===== src/rtl/usb_rx_pkg.sv =====
// Shared types and constants for the USB full-speed receive sequencer.
package usb_rx_pkg;

  typedef enum logic [2:0] {IDLE, SYNC, DATA, EOP_WAIT, ERR} rx_state_t;

  // Decoded SYNC, LSB first on the wire: seven 0s then a 1.
  localparam logic [7:0] SYNC_PATTERN = 8'b1000_0000;
  localparam logic [2:0] STUFF_LIMIT  = 3'd6;

endpackage


===== src/rtl/usb_rx_ctrl_if.sv =====
// Line, decoder and byte-stream signals between the receive sequencer and its neighbours.
interface usb_rx_ctrl_if;

  logic       d_plus;
  logic       dec_bit;
  logic       dec_eop;
  logic       bit_rcvd;
  logic       rx_active;
  logic [7:0] rx_data;
  logic       rx_valid;
  logic       rx_done;
  logic       rx_error;

  modport master (
    input  d_plus, dec_bit, dec_eop,
    output bit_rcvd, rx_active, rx_data, rx_valid, rx_done, rx_error
  );

  modport slave (
    output d_plus, dec_bit, dec_eop,
    input  bit_rcvd, rx_active, rx_data, rx_valid, rx_done, rx_error
  );

endinterface


===== src/rtl/usb_bit_timer.sv =====
// Bit-time recovery: sample counter resynchronised on every D+ edge, mid-bit strobe.
module usb_bit_timer #(
  parameter int unsigned CLKS_PER_BIT = 8,
  parameter int unsigned SAMPLE_PT    = CLKS_PER_BIT / 2 - 1
) (
  input  logic clk,
  input  logic rst,
  input  logic d_plus,
  input  logic enable,
  output logic fall,
  output logic bit_rcvd
);

  localparam int unsigned CntW = $clog2(CLKS_PER_BIT);
  localparam logic [CntW-1:0] LastCnt  = CntW'(CLKS_PER_BIT - 1);
  localparam logic [CntW-1:0] SampleAt = CntW'(SAMPLE_PT);

  logic [CntW-1:0] cnt_q;
  logic            d_plus_q;
  logic            edge_det;

  assign edge_det = d_plus ^ d_plus_q;
  assign fall     = d_plus_q & ~d_plus;
  // An edge landing on the sample point wins: the bit is re-timed, not sampled.
  assign bit_rcvd = enable & ~edge_det & (cnt_q == SampleAt);

  always_ff @(posedge clk or posedge rst) begin
    if (rst) begin
      cnt_q    <= '0;
      d_plus_q <= 1'b1;  // bus idles at J
    end else begin
      d_plus_q <= d_plus;
      if (edge_det || cnt_q == LastCnt) begin
        cnt_q <= '0;
      end else begin
        cnt_q <= cnt_q + 1'b1;
      end
    end
  end

endmodule


===== src/rtl/usb_rx_ctrl.sv =====
// Receive sequencer: SYNC check, bit unstuffing, LSB-first byte assembly and EOP framing.
module usb_rx_ctrl
  import usb_rx_pkg::*;
#(
  parameter int unsigned CLKS_PER_BIT = 8,
  parameter int unsigned SAMPLE_PT    = CLKS_PER_BIT / 2 - 1
) (
  input logic           clk,
  input logic           rst,
  usb_rx_ctrl_if.master bus
);

  rx_state_t  state_q;
  logic [2:0] bit_cnt_q;
  logic [2:0] ones_q;
  logic [7:0] shreg_q;
  logic       byte_seen_q;
  logic       consume_q;
  logic       rx_active_q;
  logic [7:0] rx_data_q;
  logic       rx_valid_q;
  logic       rx_done_q;
  logic       rx_error_q;
  logic       fall;
  logic       bit_rcvd;
  logic [7:0] shifted;

  usb_bit_timer #(
    .CLKS_PER_BIT(CLKS_PER_BIT),
    .SAMPLE_PT   (SAMPLE_PT)
  ) u_bit_timer (
    .clk     (clk),
    .rst     (rst),
    .d_plus  (bus.d_plus),
    .enable  (state_q != IDLE),
    .fall    (fall),
    .bit_rcvd(bit_rcvd)
  );

  assign shifted = {bus.dec_bit, shreg_q[7:1]};

  always_ff @(posedge clk or posedge rst) begin
    if (rst) begin
      state_q     <= IDLE;
      bit_cnt_q   <= '0;
      ones_q      <= '0;
      shreg_q     <= '0;
      byte_seen_q <= 1'b0;
      consume_q   <= 1'b0;
      rx_active_q <= 1'b0;
      rx_data_q   <= '0;
      rx_valid_q  <= 1'b0;
      rx_done_q   <= 1'b0;
      rx_error_q  <= 1'b0;
    end else begin
      // Decoder output is registered on the strobe, so it is readable one cycle later.
      consume_q  <= bit_rcvd;
      rx_valid_q <= 1'b0;
      rx_done_q  <= 1'b0;
      rx_error_q <= 1'b0;
      case (state_q)
        IDLE: begin
          if (fall) begin
            state_q     <= SYNC;
            bit_cnt_q   <= '0;
            ones_q      <= '0;
            byte_seen_q <= 1'b0;
          end
        end
        SYNC: begin
          if (consume_q) begin
            if (bus.dec_eop || (bus.dec_bit != SYNC_PATTERN[bit_cnt_q])) begin
              rx_error_q <= 1'b1;
              state_q    <= ERR;
            end else if (bit_cnt_q == 3'd7) begin
              rx_active_q <= 1'b1;
              state_q     <= DATA;
              bit_cnt_q   <= '0;
              ones_q      <= 3'd1;
            end else begin
              bit_cnt_q <= bit_cnt_q + 3'd1;
            end
          end
        end
        DATA: begin
          if (consume_q) begin
            if (bus.dec_eop) begin
              state_q     <= EOP_WAIT;
              rx_active_q <= 1'b0;
              if (bit_cnt_q == 3'd0 && byte_seen_q) begin
                rx_done_q <= 1'b1;
              end else begin
                rx_error_q <= 1'b1;
              end
            end else if (ones_q == STUFF_LIMIT) begin
              if (bus.dec_bit) begin
                rx_error_q  <= 1'b1;
                rx_active_q <= 1'b0;
                state_q     <= ERR;
              end else begin
                ones_q <= '0;
              end
            end else begin
              shreg_q   <= shifted;
              bit_cnt_q <= bit_cnt_q + 3'd1;
              ones_q    <= bus.dec_bit ? ones_q + 3'd1 : 3'd0;
              if (bit_cnt_q == 3'd7) begin
                rx_data_q   <= shifted;
                rx_valid_q  <= 1'b1;
                byte_seen_q <= 1'b1;
              end
            end
          end
        end
        EOP_WAIT: begin
          if (consume_q && !bus.dec_eop) begin
            state_q <= IDLE;
          end
        end
        ERR: begin
          rx_active_q <= 1'b0;
          if (consume_q && bus.dec_eop) begin
            state_q <= EOP_WAIT;
          end
        end
        default: state_q <= IDLE;
      endcase
    end
  end

  assign bus.bit_rcvd  = bit_rcvd;
  assign bus.rx_active = rx_active_q;
  assign bus.rx_data   = rx_data_q;
  assign bus.rx_valid  = rx_valid_q;
  assign bus.rx_done   = rx_done_q;
  assign bus.rx_error  = rx_error_q;

endmodule


===== src/flat_wrapper.sv =====
// flat-port wrapper written by rule: the top's interface ports become plain ports
module usb_rx_ctrl_flat import usb_rx_pkg::*;
#(
  parameter int unsigned CLKS_PER_BIT = 8,
  parameter int unsigned SAMPLE_PT    = CLKS_PER_BIT / 2 - 1
)
  (clk, rst, bus_d_plus, bus_dec_bit, bus_dec_eop, bus_bit_rcvd, bus_rx_active, bus_rx_data, bus_rx_valid, bus_rx_done, bus_rx_error);
  usb_rx_ctrl_if bus_i ();
  input logic clk;
  input logic rst;
  input wire logic [$bits(bus_i.d_plus)-1:0] bus_d_plus;
  input wire logic [$bits(bus_i.dec_bit)-1:0] bus_dec_bit;
  input wire logic [$bits(bus_i.dec_eop)-1:0] bus_dec_eop;
  output wire logic [$bits(bus_i.bit_rcvd)-1:0] bus_bit_rcvd;
  output wire logic [$bits(bus_i.rx_active)-1:0] bus_rx_active;
  output wire logic [$bits(bus_i.rx_data)-1:0] bus_rx_data;
  output wire logic [$bits(bus_i.rx_valid)-1:0] bus_rx_valid;
  output wire logic [$bits(bus_i.rx_done)-1:0] bus_rx_done;
  output wire logic [$bits(bus_i.rx_error)-1:0] bus_rx_error;
  assign bus_i.d_plus = bus_d_plus;
  assign bus_i.dec_bit = bus_dec_bit;
  assign bus_i.dec_eop = bus_dec_eop;
  assign bus_bit_rcvd = bus_i.bit_rcvd;
  assign bus_rx_active = bus_i.rx_active;
  assign bus_rx_data = bus_i.rx_data;
  assign bus_rx_valid = bus_i.rx_valid;
  assign bus_rx_done = bus_i.rx_done;
  assign bus_rx_error = bus_i.rx_error;
  usb_rx_ctrl #(.CLKS_PER_BIT(CLKS_PER_BIT), .SAMPLE_PT(SAMPLE_PT)) u_core (.clk(clk), .rst(rst), .bus(bus_i));
endmodule

===== config.mk =====
export PLATFORM = sky130hd
export DESIGN_NAME = usb_rx_ctrl_flat
export DESIGN_NICKNAME = d
export VERILOG_FILES = /design/src/rtl/usb_rx_pkg.sv /design/src/rtl/usb_rx_ctrl_if.sv /design/src/rtl/usb_bit_timer.sv /design/src/rtl/usb_rx_ctrl.sv /design/src/flat_wrapper.sv
export SDC_FILE = /design/constraint.sdc
export NUM_CORES = 1
export LEC_CHECK = 0
export ABC_AREA = 1
export CAP_MARGIN = 25
export CORE_ASPECT_RATIO = 1.2
export CORE_MARGIN = 10
export CORE_UTILIZATION = 25
export CTS_BUF_LIST = sky130_fd_sc_hd__clkbuf_4 sky130_fd_sc_hd__clkbuf_8 sky130_fd_sc_hd__clkbuf_16
export DETAILED_ROUTE_END_ITERATION = 8
export SLEW_MARGIN = 20
export SYNTH_ARGS = -nofsm -noshare
export SYNTH_HDL_FRONTEND = slang
export SYNTH_SLANG_ARGS = --single-unit

===== constraint.sdc =====
create_clock -name clk -period 3.2 [get_ports clk]
set_input_delay 0.64 -clock clk [delete_from_list [all_inputs] [get_ports clk]]
set_output_delay 0.64 -clock clk [all_outputs]
set_load 0.02 [all_outputs]

==> load_flow_metrics.sql, run 1 <==
INSERT INTO impl_metrics (metric_group, metric, value, unit) VALUES
('worst_setup_path', 'worst_r2r_path_depth', '10', ''),
('power', 'design_power_total', '1.46', 'mW'),
('die', 'initial_utilization', '25.9', '%'),
('global_route', 'grt_start_max_net_pins', '20', ''),
('final_layout', 'finalNetCount', '259', ''),
('drt', 'postRouteWirelength', '3.83', 'mm'),
('drt', 'post_drt_via_cell_ratio', '4.41', ''),
('clocking', 'clk_lat_worst_skew', '0.29', 'ns'),
('worst_setup_path', 'r2r_start', 'u_core.bit_cnt_q[0]', ''),
('logic_synthesis', 'postSynthRegisterBits', '34', ''),
('timing', 'fin_worst_hold_slack', '0.430', 'ns'),
('drt', 'drt_drc_violations_left', '0', ''),
('place', 'dpl.cell_count', '328', ''),
('die', 'dieArea', '0.0115', 'mm^2'),
('worst_setup_path', 'worst_path_max_delay_cell', 'clkdlybuf4s50_1', ''),
('worst_setup_path', 'worst_setup_path_startpoint', 'bus_d_plus', ''),
('timing', 'setup_total_negative_slack', '0', 'ns'),
('power', 'peakVddDrop', '0.297', 'mV'),
('die', 'top_level_ports', '18', ''),
('final_layout', 'final_layout_size_suffix_gt1_share', '16.7', '%'),
('global_route', 'overflow', '0', ''),
('global_route', 'grt_pass1_vias', '1432', ''),
('worst_setup_path', 'timing.reg2reg.setup_slack', '1.33', 'ns'),
('die', 'die_width', '99.8', 'um'),
('final_layout', 'areaGrowthSynthToFinish', '17.8', '%'),
('worst_setup_path', 'worstSetupEndpoint', 'bus_bit_rcvd', ''),
('timing', 'tightestPinTransition', '0.698', 'ns'),
('power', 'p_leak', '1.13', 'nW'),
('final_layout', 'final_layout_fill_cell_count', '784', ''),
('outcome', 'status', 'finished, final reports clean', ''),
('final_layout', 'post-route-util', '30.6', '%'),
('timing', 'slew_violations', '0', ''),
('drt', 'antenna_violating_nets_post_route', '0', ''),
('logic_synthesis', 'mappedNetlistNets', '238', ''),
('flow_run', 'reported_max_cap_violation_count', '0', ''),
('logic_synthesis', 'yosys.cell_types.count', '26', ''),
('clocking', 'clkSlewWorstSetupHoldPaths', '0.07', 'ns'),
('worst_setup_path', 'start_kind', 'input port', ''),
('worst_setup_path', 'most_used_cell_along_the_critical_path', 'clkdlybuf4s50_1', ''),
('drt', 'first_iter_violations', '124', ''),
('timing', 'fmax', '0.344', 'GHz'),
('clocking', 'tritoncts', 'built', ''),
('clocking', 'clk_path_buf_depth', '2', ''),
('logic_synthesis', 'yosys_warnings', '0', ''),
('die', 'floorplan.die.height', '116', 'um'),
('timing', 'timing.clock.skew', '0.00629', 'ns'),
('clocking', 'postCtsSetupRepairBufs', '0', ''),
('clocking', 'cts_resized', '0', ''),
('logic_synthesis', 'post_synth.cell_area_avg', '8.52', 'um^2'),
('global_route', 'grt_pass1_wl', '6.62', 'mm'),
('clocking', 'cts_num_sinks', '34', ''),
('clocking', 'cts-hold-fix-buffers', '0', ''),
('final_layout', 'insertedDiodeCount', '0', ''),
('logic_synthesis', 'synth-seq-area-share', '44.7', '%'),
('global_route', 'initial_antenna_violation_count', '0', ''),
('place', 'finalWeightedCongestion', '0.824', ''),
('final_layout', 'mostFrequentLayoutCell', 'nand2_1', ''),
('timing', 'period_minus_ws_final', '2.91', 'ns'),
('worst_setup_path', 'worstPathRequired', '2.56', 'ns'),
('drt', 'num_vias', '1483', ''),
('timing', 'final-hold-violation-count', '0', ''),
('place', 'place.port_buffers', '17', ''),
('worst_hold_path', 'holdPathStages', '1', ''),
('timing', 'rsz_0062_raised_after_global_routing', 'no', ''),
('place', 'dpl.hpwl', '2.99', 'mm'),
('clocking', 'clockRootBuffer', 'clkbuf_8', ''),
('worst_setup_path', 'path_cells', 'clkdlybuf4s50_1, inv_1, ha_1, nand2_1, a21oi_1, clkdlybuf4s50_1', ''),
('timing', 'timing.max_slew.rel_slack', '53.4', '%'),
('timing', 'worst_slack', '0.290', 'ns'),
('final_layout', 'layout_common_cells', 'nand2_1, dfrtp_1, inv_1, clkdlybuf4s50_1, nand3_1', ''),
('worst_setup_path', 'regToRegEndpoint', 'u_core.bus.rx_active', '');
[how the worst min path moves through the flow]
stage / end / from
final: u_core.u_bit_timer.cnt_q[0] / u_core.u_bit_timer.cnt_q[0]
after global routing: u_core.u_bit_timer.cnt_q[0] / u_core.u_bit_timer.cnt_q[0]
after CTS: u_core.u_bit_timer.cnt_q[0] / u_core.u_bit_timer.cnt_q[0]
after detailed placement: u_core.u_bit_timer.cnt_q[0] / u_core.u_bit_timer.cnt_q[0]
after global placement: u_core.u_bit_timer.cnt_q[0] / u_core.u_bit_timer.cnt_q[0]
after floorplan: u_core.u_bit_timer.cnt_q[0] / u_core.u_bit_timer.cnt_q[0]
[state kept, by name, summed over array words and instances (netlist names)]
signal,count
u_core.bus.rx_error,1
u_core.bus.rx_data,8
u_core.bus.rx_done,1
u_core.u_bit_timer.cnt_q,3
u_core.bit_cnt_q,3
u_core.state_q,3
u_core.shreg_q,7
u_core.ones_q,3
u_core.byte_seen_q,1
u_core.bus.rx_valid,1
u_core.u_bit_timer.d_plus_q,1
u_core.bus.rx_active,1
u_core.consume_q,1
[synth_stat cells]
| cell type | count | area (um^2) |
|---|---|---|
| nand2_1 | 63 | 236 |
| dfrtp_1 | 33 | 826 |
| inv_1 | 28 | 105 |
| nand3_1 | 16 | 80.1 |
| nor2_1 | 15 | 56.3 |
| nand4_1 | 13 | 81.3 |
| o21ai_2 | 12 | 105 |
| ha_1 | 9 | 113 |
| a21oi_1 | 4 | 20.0 |
| buf_6 | 4 | 45.0 |
| nor2_4 | 4 | 45.0 |
| o21ai_0 | 4 | 20.0 |
| nand2_2 | 3 | 18.8 |
| nand3_2 | 3 | 30.0 |
| or2_2 | 2 | 12.5 |
| a21boi_0 | 1 | 7.51 |
| a21oi_2 | 1 | 8.76 |
| buf_4 | 1 | 7.51 |
| dfstp_2 | 1 | 26.3 |
| inv_2 | 1 | 3.75 |
| inv_4 | 1 | 6.26 |
| nand2_4 | 1 | 11.3 |
| nand3b_1 | 1 | 7.51 |
| nand4_4 | 1 | 21.3 |
| nor2_2 | 1 | 6.26 |
| o31ai_1 | 1 | 7.51 |
[cell families after synthesis]
family	Yosys count	share of synthesized area (%)
simple gates	123	31.8
buf+inv	35	8.79
flops	34	44.7
compound gates	23	8.85
fa+ha+maj	9	5.90
[power breakdown]
group          switching, mW  internal, mW
Clock                  0.158         0.173
Sequential            0.0706         0.485
Combinational          0.380         0.198
Total                  0.609         0.856
[cell type report]
class                           instances  area, um^2  area share, %
Clock buffer                            6        82.6           3.67
Clock inverter                          2        12.5          0.556
Inverter                               30         115           5.12
Multi-Input combinational cell        155         888           39.5
Sequential cell                        34         852           37.9
Tap cell                               90         113           5.01
Timing Repair Buffer                   19         185           8.24
[per-layer routing]
| metal | track usage, % | vias to the layer above | routed length, um |
|---|---|---|---|
| met3 | 1.91 | 7 | 143 |
| li1 | - | 764 | - |
| met5 | 0 | - | 0 |
| met4 | 3.16 | 0 | 61 |
| met1 | 8.05 | 695 | 1670 |
| met2 | 11.7 | 17 | 1950 |
[worst max-delay path: cells and delay by family]
kind	cells	cell delay [ns]
adders and majority gates	1	0.28
buffers and inverters	3	1.16
AOI/OAI and AO/OA	1	0.14
and+or+nand+nor	1	0.05
(Power assumes the default switching activity.)
==> inputs of run 2 (changes only) <==
--- a/config.mk
+++ b/config.mk
@@ -5,7 +5,6 @@
 export SDC_FILE = /design/constraint.sdc
 export NUM_CORES = 1
 export LEC_CHECK = 0
-export ABC_AREA = 1
 export CAP_MARGIN = 25
 export CORE_ASPECT_RATIO = 1.2
 export CORE_MARGIN = 10
==> run 2 against run 1 <==
  * Sequential power grew 3.8%
  * Register-to-register slack worse by 0.37 ns
  * Sequential share of layout area rose by 0.88 points
  * Power down 9.0%
  * First-iteration DRC count shrank 32%
  * Critical path type unchanged
  * Critical endpoint unchanged
==> load_flow_metrics.sql, run 2 <==
INSERT INTO impl_metrics (metric_group, metric, value, unit) VALUES
('outcome', 'status', 'finished, final reports clean', ''),
('global_route', 'grt_pass1_wl', '6.59', 'mm'),
('global_route', 'grtUsageMet2', '11.7', '%'),
('global_route', 'global_router_s_overall_resource_usage', '6.98', '%'),
('clocking', 'cts-hold-fix-buffers', '0', ''),
('final_layout', 'area.sequential', '852', 'um^2'),
('timing', 'timing.max_slew.rel_slack', '43.6', '%'),
('worst_setup_path', 'r2r_start', 'u_core.bit_cnt_q[0]', ''),
('global_route', 'grt_pass1_vias', '1358', ''),
('clocking', 'htreeDepth', '2', ''),
('clocking', 'tritoncts', 'built', ''),
('clocking', 'number_of_cts_inserted_buffers', '5', ''),
('final_layout', 'finalNetCount', '208', ''),
('final_layout', 'mostFrequentLayoutCell', 'dfrtp_1', ''),
('worst_setup_path', 'end_kind', 'primary output', ''),
('drt', 'num_vias', '1333', ''),
('die', 'top_level_ports', '18', ''),
('worst_setup_path', 'worstPathRequired', '2.56', 'ns'),
('die', 'core.rowCount', '33', ''),
('final_layout', 'final_layout_size_suffix_gt1_share', '15.9', '%'),
('timing', 'min_period_over_period', '92.7', '%'),
('timing', 'fin_worst_hold_slack', '0.443', 'ns'),
('global_route', 'busiest_layer', 'met2', ''),
('logic_synthesis', 'synth-edff-count', '0', ''),
('logic_synthesis', 'synth-async-reset-ratio', '100', '%'),
('worst_hold_path', 'min_delay_worst_endpoint', 'u_core.u_bit_timer.cnt_q[0]', ''),
('logic_synthesis', 'yosys.cell_types.count', '50', ''),
('power', 'powerDensity', '607', 'mW/mm^2'),
('timing', 'tightestPinTransition', '0.845', 'ns'),
('clocking', 'clk_lat_worst_skew', '0.28', 'ns'),
('global_route', 'initial_antenna_violation_count', '0', ''),
('power', 'peakVddDrop', '0.352', 'mV'),
('logic_synthesis', 'post_synth_main_area_contributors', 'dfrtp_1, ha_1, nand2_1', ''),
('drt', 'antenna_violating_nets_post_route', '0', ''),
('die', 'die_width', '97.7', 'um'),
('clocking', 'clkSlewWorstSetupHoldPaths', '0.07', 'ns'),
('worst_hold_path', 'hold_path_startpoint', 'u_core.u_bit_timer.cnt_q[0]', ''),
('place', 'finalWeightedCongestion', '0.907', ''),
('die', 'dieArea', '0.0111', 'mm^2'),
('logic_synthesis', 'post_synth.cell_area_avg', '10.5', 'um^2'),
('place', 'placed_cell_area', '0.00209', 'mm^2'),
('worst_setup_path', 'timing.reg2reg.setup_slack', '0.96', 'ns'),
('worst_setup_path', 'critical_path_peak_fanout', '2', ''),
('drt', 'postRouteWirelength', '3.80', 'mm'),
('logic_synthesis', 'post-synth-top-area-cell', 'dfrtp_1', ''),
('worst_setup_path', 'worst_r2r_path_depth', '6', ''),
('logic_synthesis', 'yosys_warnings', '0', ''),
('worst_setup_path', 'start_kind', 'input port', ''),
('global_route', 'gr-usage-met1', '8.19', '%'),
('clocking', 'cts_num_sinks', '34', ''),
('logic_synthesis', 'synth-seq-area-share', '47.0', '%'),
('logic_synthesis', 'ys_dominant_reg_cell', 'dfrtp_1', ''),
('global_route', 'overflow', '0', ''),
('drt', 'drt_drc_violations_left', '0', ''),
('global_route', 'grt_start_max_net_pins', '23', ''),
('final_layout', 'insertedDiodeCount', '0', ''),
('timing', 'rsz_0062_raised_after_global_routing', 'no', ''),
('logic_synthesis', 'synth_largest_type_area_fraction', '45.6', '%'),
('worst_setup_path', 'worst_ep_arrival_time', '2.33', 'ns'),
('logic_synthesis', 'postSynthRegisterBits', '34', ''),
('place', 'dpl.hpwl', '2.82', 'mm'),
('timing', 'timing.final.setup_violations', '0', ''),
('timing', 'setup_total_negative_slack', '0', 'ns'),
('final_layout', 'areaGrowthSynthToFinish', '21.3', '%'),
('final_layout', 'post-route-cell-area', '0.00220', 'mm^2'),
('clocking', 'postCtsSetupRepairBufs', '0', ''),
('logic_synthesis', 'mappedNetlistNets', '186', ''),
('logic_synthesis', 'syn_area', '0.00181', 'mm^2'),
('logic_synthesis', 'yosysMostFrequentCell', 'dfrtp_1', ''),
('clocking', 'clockRootBuffer', 'clkbuf_8', ''),
('drt', 'first_iter_violations', '84', ''),
('timing', 'fmax', '0.337', 'GHz'),
('final_layout', 'final_layout_fill_cell_count', '735', ''),
('final_layout', 'layout_common_cells', 'dfrtp_1, nand2_1, clkdlybuf4s50_1, inv_1', ''),
('power', 'p_leak', '1.03', 'nW'),
('timing', 'slew_violations', '0', ''),
('drt', 'routedWlPerCell', '13.5', 'um'),
('final_layout', 'multiInputGateArea', '866', 'um^2'),
('clocking', 'cts_resized', '0', ''),
('timing', 'period_minus_ws_final', '2.97', 'ns'),
('timing', 'timing.clock.skew', '0.00740', 'ns'),
('die', 'floorplan.die.height', '113', 'um'),
('clocking', 'clk_path_buf_depth', '2', ''),
('worst_setup_path', 'regToRegEndpoint', 'u_core.state_q[0]', ''),
('die', 'design.core.area', '0.00694', 'mm^2'),
('timing', 'final-hold-violation-count', '0', ''),
('flow_run', 'reported_max_cap_violation_count', '0', ''),
('worst_hold_path', 'holdCritPathClass', 'reg2reg', ''),
('final_layout', 'largest_reg_flops', '8', ''),
('die', 'initial_utilization', '26.1', '%'),
('worst_hold_path', 'holdPathStages', '1', ''),
('logic_synthesis', 'synth_cells', '172', ''),
('worst_setup_path', 'ws_path_type', 'in2out', ''),
('place', 'place.port_buffers', '17', ''),
('drt', 'post_drt_via_cell_ratio', '4.73', ''),
('drt', 'drt_pass1_iterations', '4', ''),
('global_route', 'grtUsageMet3', '2.25', '%'),
('logic_synthesis', 'post_synth_most_frequent_cells', 'dfrtp_1, nand2_1, inv_1', '');
[run 2: changes by cell type in the layout (fill, tap and decap cells not counted), sizes merged, moves of 3 or more]
| cell | delta |
|---|---|
| nor3b | +3 |
| nand3 | -16 |
| o211ai | +4 |
| nor2 | -11 |
| inv | -19 |
| o21ai | -9 |
| buf | +4 |
| nand4 | -11 |
| nand2 | -43 |
| nand2b | +6 |
| mux2 | +13 |
[run 2: area by class of cell]
cell class / count / share of cell area, %
clock buffers: 5 / 3.13
multi-input cells: 118 / 39.4
repair buffers: 23 / 9.79
clock inverters: 3 / 1.82
inverters: 12 / 2.11
flip-flops and latches: 34 / 38.8
well taps: 87 / 4.95
[run 2: worst max-delay path: stages]
cell,delay [ns]
clkdlybuf4s50_1,0.49
inv_1,0.05
ha_1,0.28
nand2_1,0.05
a21oi_1,0.16
clkdlybuf4s50_1,0.66
[run 2: worst max path at each step]
stage	startpoint	slack (ns)	end
after floorplan	u_core.bit_cnt_q[0]	1.09	u_core.state_q[0]
after global placement	bus_d_plus	0.24	bus_bit_rcvd
after detailed placement	bus_d_plus	0.24	bus_bit_rcvd
after CTS	bus_d_plus	0.21	bus_bit_rcvd
after global routing	bus_d_plus	0.11	bus_bit_rcvd
final	bus_d_plus	0.23	bus_bit_rcvd
[run 2: kinds of logic after synthesis]
group | synth area share, %
muxes | 9.19
xor gates and xnor gates | 0.484
AOI/OAI and AO/OA | 13.1
adders and majority gates | 6.22
DFF | 47.0
buffers and inverters | 5.18
and+or+nand+nor | 18.9
[run 2: stage by stage]
step	worst slack, ns	total power [mW]	instances	utilization [%]
finish	0.235	1.33	282	31.7
detailed placement	0.236	0.949	274	30.1
CTS	0.214	1.34	282	31.7
floorplan	1.09	0.855	172	-
global placement	0.243	0.933	274	30.1
global route	0.113	1.42	282	31.7
[run 2: metal layers]
metal  wire [um]  up-vias
met5           0        -
met4          31        0
met3         223        5
met2        1840       38
met1        1700      635
li1            -      655
[run 2: where the power goes]
| group | internal, mW | switching [mW] |
|---|---|---|
| Clock | 0.229 | 0.163 |
| Combinational | 0.173 | 0.190 |
| Sequential | 0.496 | 0.0807 |
